===== src/rtl/fft_frame_sequencer.sv =====
// fft_frame_sequencer: frames an input sample stream into an N-point FFT core,
// starts the transform, then streams the results back out in bin order.
//
// Ports
//   clk, reset        : rising-edge clock, asynchronous active-high reset
//   flush             : synchronous abort of the frame in progress
//   s_valid/s_ready/s_data : input samples {re, im}, accepted only in LOAD
//   fft_load, fft_we, fft_load_address, fft_data_in : core load port
//   fft_start / fft_done   : one-cycle start pulse / core results-ready level
//   fft_rd_address / fft_data_out : core result read port (one-cycle latency)
//   m_valid/m_ready/m_data/m_index/m_last : result stream, one beat per bin
//   busy              : high whenever the sequencer is not accepting samples
//   peak_valid/peak_index/peak_mag : per-frame peak report
//
// Optional feature: define FFT_PEAK_DETECT_EN to build the peak detector
// (|re|+|im| magnitude, bin 0 excluded, ties keep the lowest bin). Without it
// the peak outputs are tied to zero.

module fft_frame_sequencer #(
  parameter int unsigned LOG2N = 9,
  parameter int unsigned DW    = 16
) (
  input  logic                 clk,
  input  logic                 reset,
  input  logic                 flush,
  input  logic                 s_valid,
  output logic                 s_ready,
  input  logic [2*DW-1:0]      s_data,
  output logic                 fft_load,
  output logic                 fft_we,
  output logic [LOG2N-1:0]     fft_load_address,
  output logic [2*DW-1:0]      fft_data_in,
  output logic                 fft_start,
  input  logic                 fft_done,
  output logic [LOG2N-1:0]     fft_rd_address,
  input  logic [2*DW-1:0]      fft_data_out,
  output logic                 m_valid,
  input  logic                 m_ready,
  output logic [2*DW-1:0]      m_data,
  output logic [LOG2N-1:0]     m_index,
  output logic                 m_last,
  output logic                 busy,
  output logic                 peak_valid,
  output logic [LOG2N-1:0]     peak_index,
  output logic [DW:0]          peak_mag
);

  localparam int unsigned SW = 2 * DW;
  localparam logic [LOG2N-1:0] LAST_IDX = '1;

  typedef enum logic [1:0] {
    LOAD   = 2'd0,
    START  = 2'd1,
    WAIT   = 2'd2,
    UNLOAD = 2'd3
  } state_t;

  state_t           state;
  logic [LOG2N-1:0] cnt;
  // cap: fft_data_out holds the bin addressed by fft_rd_address this cycle
  logic             cap;

  // Frame sequencer FSM with all outputs registered
  always_ff @(posedge clk or posedge reset) begin
    if (reset) begin
      state            <= LOAD;
      cnt              <= '0;
      cap              <= 1'b0;
      s_ready          <= 1'b1;
      fft_load         <= 1'b1;
      busy             <= 1'b0;
      fft_we           <= 1'b0;
      fft_load_address <= '0;
      fft_data_in      <= '0;
      fft_start        <= 1'b0;
      fft_rd_address   <= '0;
      m_valid          <= 1'b0;
      m_data           <= '0;
      m_index          <= '0;
      m_last           <= 1'b0;
    end else begin
      fft_we    <= 1'b0;
      fft_start <= 1'b0;
      if (flush) begin
        state          <= LOAD;
        cnt            <= '0;
        cap            <= 1'b0;
        s_ready        <= 1'b1;
        fft_load       <= 1'b1;
        busy           <= 1'b0;
        fft_rd_address <= '0;
        m_valid        <= 1'b0;
        m_last         <= 1'b0;
      end else begin
        case (state)
          LOAD: begin
            if (s_valid) begin
              fft_we           <= 1'b1;
              fft_load_address <= cnt;
              fft_data_in      <= s_data;
              cnt              <= cnt + LOG2N'(1);
              if (cnt == LAST_IDX) begin
                state   <= START;
                s_ready <= 1'b0;
                busy    <= 1'b1;
              end
            end
          end
          // The last write is on the port during this cycle; start follows it
          START: begin
            fft_start <= 1'b1;
            fft_load  <= 1'b0;
            state     <= WAIT;
          end
          // fft_done from the previous frame may still be high while start is out
          WAIT: begin
            if (fft_done && !fft_start) begin
              state <= UNLOAD;
              cap   <= 1'b1;
            end
          end
          // Read address is prefetched at capture so each beat costs two cycles
          UNLOAD: begin
            if (cap) begin
              cap            <= 1'b0;
              m_valid        <= 1'b1;
              m_data         <= fft_data_out;
              m_index        <= fft_rd_address;
              m_last         <= (fft_rd_address == LAST_IDX);
              fft_rd_address <= fft_rd_address + LOG2N'(1);
            end else if (m_valid && m_ready) begin
              m_valid <= 1'b0;
              m_last  <= 1'b0;
              if (m_last) begin
                state    <= LOAD;
                s_ready  <= 1'b1;
                fft_load <= 1'b1;
                busy     <= 1'b0;
              end else begin
                cap <= 1'b1;
              end
            end
          end
          default: state <= LOAD;
        endcase
      end
    end
  end

`ifdef FFT_PEAK_DETECT_EN
  function automatic logic [DW-1:0] abs_val(input logic [DW-1:0] x);
    return x[DW-1] ? (~x + DW'(1)) : x;
  endfunction

  logic [DW:0]      mag_c;
  logic             beat_accept_c;
  logic             better_c;
  logic [DW:0]      best_mag;
  logic [LOG2N-1:0] best_idx;

  assign mag_c         = {1'b0, abs_val(m_data[SW-1:DW])} + {1'b0, abs_val(m_data[DW-1:0])};
  assign beat_accept_c = m_valid && m_ready && !flush;
  assign better_c      = (m_index != '0) && (mag_c > best_mag);

  // Running peak over accepted beats; reported one cycle after the last beat
  always_ff @(posedge clk or posedge reset) begin
    if (reset) begin
      best_mag   <= '0;
      best_idx   <= '0;
      peak_valid <= 1'b0;
      peak_index <= '0;
      peak_mag   <= '0;
    end else begin
      peak_valid <= 1'b0;
      if (flush) begin
        best_mag <= '0;
        best_idx <= '0;
      end else if (beat_accept_c) begin
        if (m_last) begin
          peak_valid <= 1'b1;
          peak_index <= better_c ? m_index : best_idx;
          peak_mag   <= better_c ? mag_c : best_mag;
          best_mag   <= '0;
          best_idx   <= '0;
        end else if (better_c) begin
          best_mag <= mag_c;
          best_idx <= m_index;
        end
      end
    end
  end
`else
  assign peak_valid = 1'b0;
  assign peak_index = '0;
  assign peak_mag   = '0;
`endif

endmodule


===== config.mk =====
export PLATFORM = sky130hd
export DESIGN_NAME = fft_frame_sequencer
export DESIGN_NICKNAME = d
export VERILOG_FILES = /design/src/rtl/fft_frame_sequencer.sv
export SDC_FILE = /design/constraint.sdc
export NUM_CORES = 1
export LEC_CHECK = 0
export CAP_MARGIN = 40
export CORE_MARGIN = 2
export CORE_UTILIZATION = 39
export DETAILED_ROUTE_END_ITERATION = 8
export PLACE_DENSITY = 0.77
export SYNTH_ARGS = -nofsm -noshare
export SYNTH_HDL_FRONTEND = slang
export SYNTH_SLANG_ARGS = --single-unit

===== constraint.sdc =====
create_clock -name clk -period 3.4 [get_ports clk]
set_input_delay 0.51 -clock clk [delete_from_list [all_inputs] [get_ports clk]]
set_output_delay 0.51 -clock clk [all_outputs]
set_load 0.1 [all_outputs]

Word level (Yosys, flattened, before mapping)
Cells that the tools add are included.

Add/sub/neg operators: 2. Eq/ne operators: 11. Multiplexer cells: 48. Bitwise gates (word level): 1. Reductions and logical operators: 21.

Operators by type and width (number): 9-bit two-way mux (6); 1-bit two-way mux (30); 9-bit by 1-bit adder with 9-bit output, second input constant (2); 9-bit equality test, second input constant (2); 3-bit != test, second input constant (6); 2-bit two-way mux (7); 6-bit AND reduction (2); 3-bit nonzero test (4); 1-bit one-hot mux with 2 select lines (4); 2-bit one-hot mux with 4 select lines (1); 2-bit AND reduction (4); 2-bit nonzero test (4); 3-bit AND reduction (2); 2-bit equality test, second input constant (2); 4-bit AND reduction (1); 2-bit by 1-bit equality test with 1-bit output, second input constant (1); 1-bit logical AND (2); 2-bit logical NOT (1); 1-bit logical NOT (1); 1-bit NOT (1).

Register bits: 110. Output and inout bits: 125.

Depth between registers and ports, before layout
Word-level depth: 5. Mapped depth: 8.

Least setup slack after synthesis
No wires, ideal clock.

Path kind: register to register. Start point: register fft_rd_address[2]. End point: register fft_rd_address[8]. Library setup time: 0.136 ns. Arrival time: 1.903 ns. Data required time: 3.264 ns. Slack: 1.360 ns. Cell stages (with the launch flop): 6. Buffers on the path: 0. Cell sequence: dfrtp_1 > nand4_1 > nor3_1 > ha_1 > nand3_1 > a21oi_1.

Word-level cells in the longest chain between the ends: 4.

Ends and longest elaborated chain: from (decl) (line 35) `output logic [LOG2N-1:0] fft_rd_address,`; from (signal assigned) (line 130) `fft_rd_address <= fft_rd_address + LOG2N'(1);`; 9-bit by 1-bit adder with 9-bit output (line 130); 9-bit two-way mux (line 124) `if (cap) begin`; 9-bit two-way mux (line 95) `case (state)`; 9-bit two-way mux (line 84) `if (flush) begin`.

Every way passes these cells. The select of a mux whose other input is x is not followed. A chain may end at the register's enable or synchronous reset.

Final worst setup path
Start point: register state[0]. End point: register m_data[10].

Word-level cells in the longest chain between the ends: 2.

Ends and longest elaborated chain: from (decl) (line 58) `state_t state;`; from (signal assigned) (line 66) `state <= LOAD;`; from (signal assigned) (line 85) `state <= LOAD;`; from (signal assigned) (line 103) `state <= START;`; 2-bit equality test (line 95); 3-bit AND reduction (no source line); to (signal assigned) (line 127) `m_data <= fft_data_out;`; to (decl) (line 39) `output logic [2*DW-1:0] m_data,`.

Every way passes these cells.

==> flow_metrics.tcl <==
set metrics [dict create \
    antenna_found_initial 0 \
    worst-path-max-fanout 28 \
    final_cell_area_sq_mm 0.00840 \
    clock_latency_ns 0.34 \
    crit_path_top_delay_cell "ha_1" \
    stdcell_count 835 \
    hold_viol_final 0 \
    die_area_sq_mm 0.0130 \
    route.met2.wl_mm 7.05 \
    syn_area_sq_mm 0.00470 \
    critical-path-top-delay-family "adder cells" \
    ant_nets 0 \
    wl_met3_um 545 \
    fin_tns_setup_ns 0 \
    synth_cell_type_count 39 \
    ctsHtreeMaxLevel 3 \
    synth_fa_ha_area_share_pct 2.13 \
    ys_warn_count 0 \
    cts_setup_buffers 0 \
    grt_pass1_vias 4234 \
    nFillCells 787 \
    path_cells "ha_1, nand3_2, buf_12, mux2_1" \
    synth_top_area_share_pct 57.5 \
    area_delta_synth_final_pct 78.7 \
    netlist_top_cells_area "dfrtp_1 (57%), mux2_1 (9.8%), nand2_1 (9.7%)" \
    critical_path_class "reg -> reg" \
    rows 40 \
    timing.fmax_ghz 0.444 \
    worstPathRequired_ns 3.61 \
    insertedDiodeCount 0 \
    clockBufferDepth 2 \
    yosysMostFrequentCell "nand2_1" \
    cts-resized-gates 0 \
    pin_count 195 \
    postSynth.asyncResetShare_pct 100 \
    drive_above_1_share_pct 19.5 \
    hold_ws_ns 0.477 \
    fp.dieH_um 114 \
    period_share_pct 66.3 \
    overflow 0 \
    placed_cells 819 \
    cts_tree "yes" \
    rsz0062_at_grt "no" \
    ctsRootBufferMaster "clkbuf_16" \
    start_kind "register" \
    fin_skew_ns 0.00867 \
    wl_per_cell_um 15.2 \
    synth_cells 422 \
    power_density_mw_per_mm2 921 \
    critPathCaptureType "register" \
    synth_ff_type "dfrtp_1" \
    clock_sinks 110 \
    wl_met1_mm 4.81 \
    grt_pass1_wl_mm 20.8 \
    cap_violations 0 \
    synth-edff-count 0 \
    ys_ff_latch 110 \
    clk_pin_slew_ns 0.07 \
    max_slew_margin_pct 59.3 \
    maxUsedRoutingLayer "met4" \
    finalWirelength_mm 12.7 \
    drc 0 \
    fin_nets 761 \
    worst_slack_ns 1.15 \
    dr.pass1.iters 4 \
    track_usage_pct 20.2 \
    worstPathArrival_ns 2.46 \
    cts_buffers 9 \
    dp_hpwl_mm 9.84 \
    synth-simple-area-share_pct 15.2 \
    vias 3946 \
    viasPerCell 4.73 \
    placed_area_sq_mm 0.00813 \
    place_ws_ns 1.06 \
    hold_path_class "reg -> reg" \
    grt_max_degree 111 \
    setup_viol 0 \
    start_util_pct 39.5 \
    p_leak_nw 4.00 \
    seq_area_frac_synth_pct 58.6 \
    core_sq_mm 0.0119 \
    synth_top_family_by_area "simple AND/OR/NAND/NOR gates" \
    syn_avg_cell_area_sq_um 11.1 \
    drtIter0Drc 192 \
    worst_pin_slew_ns 0.611 \
    synth_compound_area_share_pct 3.67 \
    drv_slew 0 \
    portBuffers 167 \
    max_stage_delay_ns 0.51 \
    die_w_um 114 \
    hold_buffers 0 \
    synth_commonest_cells "nand2_1 (121), dfrtp_1 (108), mux2_1 (41)" \
    synth_top_area_cell "dfrtp_1" \
    status "finished, final reports clean" \
    synth.area.mux_share_pct 11.3 \
    worst-path-buf-inv 1 \
    ir_drop_v 0.000529 \
    place.gp.congestion 0.781 \
    fin_crit_ns 2.25 \
    synth-xor-area-share_pct 2.24 \
]
-- cells in the final DEF, fill, tap and decap left out, types with 3 or more instances in the layout --
cell	count
clkdlybuf4s50_1	165
nand2_1	121
dfrtp_1	108
buf_8	75
mux2_1	41
conb_1	27
buf_16	21
nor2_1	13
xor2_1	10
a21oi_1	10
clkbuf_16	9
ha_1	8
nand3_1	7
mux2_2	6
inv_1	5
buf_4	5
and4_1	4
o21ai_1	4
nand2b_1	4
inv_2	3
nand3_2	3
nand4_1	3
nor3_1	3
clkinv_2	3
-- per-stage QoR --
step | total power, mW | util [%]
floorplan | 4.73 | -
global placement | 5.53 | 53.8
detailed placement | 6.83 | 68.3
CTS | 7.80 | 70.5
global route | 8.02 | 70.5
finish | 7.73 | 70.5
-- flip-flops by register name, indices dropped and copies added (netlist names) --
register,cells
busy,1
cap,1
cnt,9
fft_data_in,32
fft_load,1
fft_load_address,9
fft_rd_address,9
fft_start,1
fft_we,1
m_data,32
m_index,9
m_last,1
m_valid,1
s_ready,1
state,2
-- cells by family after synthesis --
group                      after synthesis
xor gates and xnor gates                12
DFF                                    110
muxes                                   47
other                                    1
adders and majority gates                8
AOI/OAI and AO/OA                       26
and+or+nand+nor                        165
buffers and inverters                   53
-- area by class of cell --
class	instances	area (sq um)	share of cell area (%)
clock inverters	4	22.5	0.268
inverters	9	37.5	0.447
repair buffers	268	3430	40.9
flip-flops and latches	110	2760	32.8
clock buffers	12	246	2.93
multi-input cells	285	1720	20.5
well taps	147	184	2.19
-- where the power goes --
part | switching [mW] | total, mW | leakage, nW | internal [mW]
sequential | 0.209 | 1.85 | 1.47 | 1.64
combinational | 3.17 | 4.93 | 2.40 | 1.76
clock | 0.437 | 0.951 | 0.132 | 0.514
total | 3.81 | 7.73 | 4.00 | 3.92
-- tightest hold or removal path: stages, from the launching register on --
cell	delay, ns
dfrtp_1	0.34
nand2_1	0.05
nand2_1	0.05
-- final timing paths --
check / end / cells after the start / startpoint / slack (ns)
worst max register to register: m_data[10] / 4 / state[0] / 1.15
max in group asynchronous: fft_data_in[4] / 3 / reset / 2.21
min in group asynchronous: fft_data_in[26] / 3 / reset / 0.67
worst max-delay path: m_data[10] / 4 / state[0] / 1.15
worst min-delay path: fft_load_address[8] / 2 / fft_load_address[8] / 0.48
worst min register to register: fft_load_address[8] / 2 / fft_load_address[8] / 0.48
-- routing by layer --
| layer | track usage [%] | vias to the layer above |
|---|---|---|
| met1 | 22.4 | 1927 |
| met4 | 6.99 | 0 |
| met3 | 3.08 | 21 |
| met2 | 39.2 | 142 |
| met5 | 0 | - |
| li1 | - | 1856 |
No activity file was read; power rests on OpenSTA's default activity.
